## config.mk

```make
export PLATFORM = sky130hd
export DESIGN_NAME = rx_bit_unstuff_ctrl
export DESIGN_NICKNAME = d
export VERILOG_FILES = /design/src/rtl/rx_bit_unstuff_ctrl.sv
export SDC_FILE = /design/constraint.sdc
export NUM_CORES = 1
export LEC_CHECK = 0
export BUFFER_PORTS_ARGS = -buffer_cell sky130_fd_sc_hd__buf_2
export CORE_UTILIZATION = 55
export DETAILED_ROUTE_END_ITERATION = 16
export PLACE_DENSITY = 0.81
export SYNTH_ARGS = -nofsm -noshare
export SYNTH_HDL_FRONTEND = slang
export SYNTH_SLANG_ARGS = --single-unit
```

## constraint.sdc

```tcl
create_clock -name clk -period 3.3 [get_ports clk]
set_clock_uncertainty 0.2 [all_clocks]
set_input_delay 0.66 -clock clk [delete_from_list [all_inputs] [get_ports clk]]
set_output_delay 0.66 -clock clk [all_outputs]
set_load 0.1 [all_outputs]
```

## src/rtl/rx_bit_unstuff_ctrl.sv

```systemverilog
// rx_bit_unstuff_ctrl: USB RX bit unstuffer with run counter and stuff-bit stats.
// Optional STUFF_ERR_EN: a stuffed 1 sets stuff_err and locks ERROR until enable drops.
module rx_bit_unstuff_ctrl #(
  parameter int RUN_LEN = 6,
  parameter int STAT_W  = 8
) (
  input  logic              clk,
  input  logic              n_rst,
  input  logic              enable,
  input  logic              bit_valid,
  input  logic              decoded_bit,
  output logic              out_valid,
  output logic              out_bit,
  output logic              ignore_bit,
  output logic              stuff_err,
  output logic [STAT_W-1:0] stuff_cnt
);
  localparam int CNT_W = $clog2(RUN_LEN + 1);
  localparam logic [CNT_W-1:0] RUN_MAX = CNT_W'(RUN_LEN);

`ifdef STUFF_ERR_EN
  typedef enum logic [1:0] {IDLE, RUN, ERROR} state_t;
`else
  typedef enum logic [0:0] {IDLE, RUN} state_t;
`endif

  state_t            state_q;
  state_t            state_d;
  logic [CNT_W-1:0]  ones_q;
  logic [CNT_W-1:0]  ones_d;
  logic [CNT_W-1:0]  ones_cur;
  logic              out_valid_d;
  logic              out_bit_d;
  logic              ignore_d;
  logic [STAT_W-1:0] cnt_d;
  logic              accept;
  logic              is_stuff;
`ifdef STUFF_ERR_EN
  logic              err_q;
  logic              err_d;
`endif

  always_comb begin
    state_d     = state_q;
    ones_d      = ones_q;
    ones_cur    = ones_q;
    out_valid_d = 1'b0;
    out_bit_d   = out_bit;
    ignore_d    = 1'b0;
    cnt_d       = stuff_cnt;
    accept      = 1'b0;
    is_stuff    = 1'b0;
`ifdef STUFF_ERR_EN
    err_d       = err_q;
`endif
    if (!enable) begin
      state_d = IDLE;
      ones_d  = '0;
      cnt_d   = '0;
`ifdef STUFF_ERR_EN
      err_d   = 1'b0;
`endif
    end else begin
      unique case (state_q)
        IDLE: begin
          state_d  = RUN;
          ones_cur = '0;
          accept   = bit_valid;
        end
        RUN:   accept = bit_valid;
`ifdef STUFF_ERR_EN
        ERROR: accept = 1'b0;
`endif
      endcase
      is_stuff = (ones_cur == RUN_MAX);
      if (accept) begin
        unique case (1'b1)
          is_stuff: begin
            ignore_d = 1'b1;
            ones_d   = '0;
            if (stuff_cnt != '1)
              cnt_d = stuff_cnt + STAT_W'(1);
`ifdef STUFF_ERR_EN
            if (decoded_bit) begin
              err_d   = 1'b1;
              state_d = ERROR;
            end
`endif
          end
          (!is_stuff && decoded_bit): begin
            out_valid_d = 1'b1;
            out_bit_d   = 1'b1;
            ones_d      = ones_cur + CNT_W'(1);
          end
          (!is_stuff && !decoded_bit): begin
            out_valid_d = 1'b1;
            out_bit_d   = 1'b0;
            ones_d      = '0;
          end
        endcase
      end
    end
  end

  always_ff @(posedge clk or negedge n_rst) begin
    if (!n_rst) begin
      state_q    <= IDLE;
      ones_q     <= '0;
      out_valid  <= 1'b0;
      out_bit    <= 1'b0;
      ignore_bit <= 1'b0;
      stuff_cnt  <= '0;
    end else begin
      state_q    <= state_d;
      ones_q     <= ones_d;
      out_valid  <= out_valid_d;
      out_bit    <= out_bit_d;
      ignore_bit <= ignore_d;
      stuff_cnt  <= cnt_d;
    end
  end

`ifdef STUFF_ERR_EN
  always_ff @(posedge clk or negedge n_rst) begin
    if (!n_rst) err_q <= 1'b0;
    else        err_q <= err_d;
  end
  assign stuff_err = err_q;
`else
  assign stuff_err = 1'b0;
`endif

endmodule

```

# After elaboration in Yosys (flattened, before gate mapping)
# Cells that the tools add are included.
word_totals:
  reg_bits: 15
  input_bits: 5
  out_inout_bits: 12
  word_cells: 40
op_classes:
  addsub: 2
  n_eq_ne: 5
  muxes: 18
  n_reduce_logical: 9
ops:
  columns: ["cell", "n"]
  rows:
  - ["$mux W8", 4]
  - ["$mux W3", 4]
  - ["$add A8 B1 Y8 const B", 1]
  - ["$mux W1", 8]
  - ["$ne A8 B8 Y1 const B", 1]
  - ["$ne A2 B1 Y1 const B", 3]
  - ["$pmux W3 S2", 1]
  - ["$reduce_and A3 Y1", 2]
  - ["$reduce_or A2 Y1", 2]
  - ["$add A3 B1 Y3 const B", 1]
  - ["$eq A3 B3 Y1 const B", 1]
  - ["$logic_and A1 B1 Y1", 2]
  - ["$logic_not A1 Y1", 2]
  - ["$pmux W1 S2", 1]
  - ["$reduce_bool A2 Y1", 1]

# Logic depth before layout (Yosys ltp)
depth:
  ltp_word: 9
  ltp_mapped: 6
  depth_no_buf: 6

# Least setup slack after synthesis
# Ideal clock, no wire load.
synth_timing:
  kind: "register to register"
  start: "register stuff_cnt[0]"
  end: "register stuff_cnt[3]"
  setup_ns: 0.119
  arrival_time_ns: 1.928
  required_ns: 2.981
  path_slack_ns: 1.053
  path_stages_with_launch: 6
  path_buffers: 0
  period_less_slack_ns: 2.247
  cell_sequence: "dfrtp_1 ha_1 nand3_1 o2111ai_1 xnor2_1 and2_1"
synth_between:
  elab_chain_cells: 5
  word_cells_on_any_way: 8
  classes_between: "add/sub: 1; eq/ne: 2; mux: 4; reduce/logical: 1"
synth_rtl:
  columns: ["element", "line_no", "text"]
  rows:
  - ["start, declared", "16", "output logic [STAT_W-1:0] stuff_cnt"]
  - ["start signal, assigned", "119", "stuff_cnt <= cnt_d;"]
  - ["$add A8 B1 Y8", "82", "cnt_d = stuff_cnt + STAT_W'(1);"]
  - ["$mux W8", "81", "if (stuff_cnt != '1)"]
  - ["$mux W8", "77", "unique case (1'b1)"]
  - ["$mux W8", "76", "if (accept) begin"]
  - ["$mux W8", "56", "if (!enable) begin"]
# Parallel ways exist; a longest one is shown, timed or not. The select of a mux whose other input is x is not followed.
# A chain may end at the register's enable or synchronous reset.

# Worst setup path in the final report
layout_timing:
  start: "register stuff_cnt[2]"
  end: "output port stuff_cnt[2]"
# No word-level cell between the ends.

==> results.yml <==
grt:
  grt_pass1_wl_mm: 2.111
  grt_max_degree: 16
  first_global_vias: 516
  overflow: 0
  antenna_found_initial: 0
  grt_usage_pct: 21.17
clock_network:
  cts_tree: "yes"
  clock_path_buffers: 2
  cts_buffers: 3
  h-tree-depth: 1
  ctsResizeCount: 0
  root_buffer: "clkbuf_4"
  cts_setup_buffers: 0
  insertion_delay_ns: 0.27
  cts_hold_buffers: 0
  clock-sinks: 15
  clkTransAtPathRegs_ns: 0.08
status:
  status: "complete, no violations"
placed_design:
  placed_area_um2: 862.1
  dp_cells: 103
  place.gp.congestion: 0.7009
  port_buffers: 15
  hpwl_um: 988.3
final_layout:
  ff_latch_area_um2: 375.4
  fin_util_pct: 67.43
  drive_gt1_share_pct: 27.17
  nets: 101
  diodes: 0
  area_delta_synth_final_pct: 13.96
  fin_cells: 107
  num-fill-cells: 106
  layout_common_cells: "15 x dfrtp_1, 15 x buf_2, 10 x nand2_1"
  multi_input_area_um2: 385.4
  finalInstanceArea_um2: 888.4
sta:
  final-max-slew-violation-count: 0
  fmax_ghz: 0.4780
  rsz0062_at_grt: "no"
  fin_setup_tns_ns: 0
  finalCritPeriodShare_pct: 63.39
  post-route-min-period_ns: 2.092
  setup_viol: 0
  hold_viol_final: 0
yosys:
  synth_cells: 75
  postSynthNetCount: 83
  ys_types: 27
  synth-seq-cells: 15
  ys_warn_count: 0
  synth.avg_cell_area_um2: 10.39
  syn_area_um2: 779.5
  ys_seq_area_share_pct: 48.15
setup_path:
  crit_fanout: 7
  worstPathArrival_ns: 1.23
  critPathLaunchType: "flop"
  critPathSlowestCell: "dfrtp_1"
  critical_path_class: "flop to output pin"
  crit_path_max_incr_delay_ns: 0.48
  ff2ff_setup_slack_ns: 1.38
  cpLargestDelayFamily: "flip-flops"
  worstPathRequired_ns: 2.44
  reg2regPathDepth: 6
  crit_path_end_kind: "output pin"
  r2r_start: "state_q"
  worstReg2RegEnd: "stuff_cnt[5]"
  path_buf_inv: 1
  path_cells: "buf_2"
floorplanning:
  dieArea_um2: 1572
  rows: 13
  die_w_um: 39.65
  start_util_pct: 59.16
  io_pins: 17
  core_um2: 1318
  die_h_um: 39.65
routing:
  drc_errors: 0
  vias_per_cell: 5.449
  first_iter_violations: 4
  totalWireLength_mm: 1.281
  firstDrtPassIters: 3
  wl_per_cell_um: 11.97
  vias: 583
  ant_nets: 0
power_and_ir_drop:
  p_total_uw: 326.9
  power_per_cell_area_nw_per_um2: 367.9
  leakage_nw: 0.4631
  irDropWorstVdd_v: 0.0002593
min_path:
  hold_path_class: "input port to asynchronous set/reset pin"
run:
  max_cap_viol_count: 0
layout make-up:
class / count / area share, %
Tap cell: 15 / 2.113
Sequential cell: 15 / 42.25
Inverter: 2 / 0.8451
Multi-Input combinational cell: 56 / 43.38
Timing Repair Buffer: 15 / 8.451
Clock buffer: 4 / 2.958
per-layer routing:
layer / global-route usage [%] / up-vias / share of wire (%)
li1: - / 299 / -
met1: 22.86 / 270 / 43
met2: 37.70 / 12 / 53
met3: 5.114 / 2 / 2.9
met4: 10.34 / 0 / 0.94
met5: 0 / - / 0
cells by family (layout without fill, tap and decap cells):
kind of cell	Yosys count	after routing	share of synthesized area, %
other cells	1	1	0.4811
mux	2	2	2.568
buf+inv	4	21	2.408
compound gates	11	11	10.59
fa+ha+maj	3	3	4.816
flops	15	15	48.15
xor+xnor	4	4	4.494
simple gates	35	35	26.49
worst max path at each step:
stage	end	startpoint	slack, ns	depth (start not counted)
after global routing	stuff_cnt[2]	stuff_cnt[2]	1.14	1
after CTS	stuff_cnt[2]	stuff_cnt[2]	1.20	1
final	stuff_cnt[2]	stuff_cnt[2]	1.21	1
after global placement	stuff_cnt[7]	bit_valid	1.45	5
after detailed placement	stuff_cnt[5]	state_q	1.40	6
after floorplan	stuff_cnt[3]	stuff_cnt[0]	1.05	5
state kept, by name, indices dropped and copies added (netlist names):
name / cells
out_valid: 1
state_q: 1
ones_q: 3
stuff_cnt: 8
ignore_bit: 1
out_bit: 1
through the flow:
| step | setup slack (ns) | hold WS, ns |
|---|---|---|
| 2_1_floorplan | 1.053 | 0.1644 |
| 3_3_place_gp | 1.449 | 0.2564 |
| 3_5_place_dp | 1.399 | 0.2638 |
| 4_1_cts | 1.198 | 0.07944 |
| 5_1_grt | 1.137 | 0.09039 |
| 6_report | 1.208 | 0.07108 |
power by group:
group	internal [mW]	leakage, nW	total, mW	switching [mW]
combinational	0.00611	0.244	0.0376	0.0315
sequential	0.187	0.204	0.189	0.00224
clock	0.0468	0.0150	0.0998	0.0530
total	0.240	0.463	0.327	0.0867
cells in the mapped netlist, drive strengths merged:
cell     number  area [µm²]
and3          1       6.260
ha            3       37.54
nor2b         2       12.51
nand2        10       37.54
mux2i         2       20.02
o211ai        2       25.02
conb          1       3.750
inv           2       7.510
o2111ai       1       8.760
or3           2       12.51
nand4         2       18.77
xnor2         4       35.03
nor2          1       3.750
clkbuf        1       3.750
nand2b        1       6.260
a21boi        2       15.01
buf           1       7.510
nand3         5       25.02
and2          7       46.29
o21ai         6       33.78
nand4b        1       8.760
and4          3       28.78
dfrtp        15       375.4
Note: power is estimated with default switching activity, not from simulation.
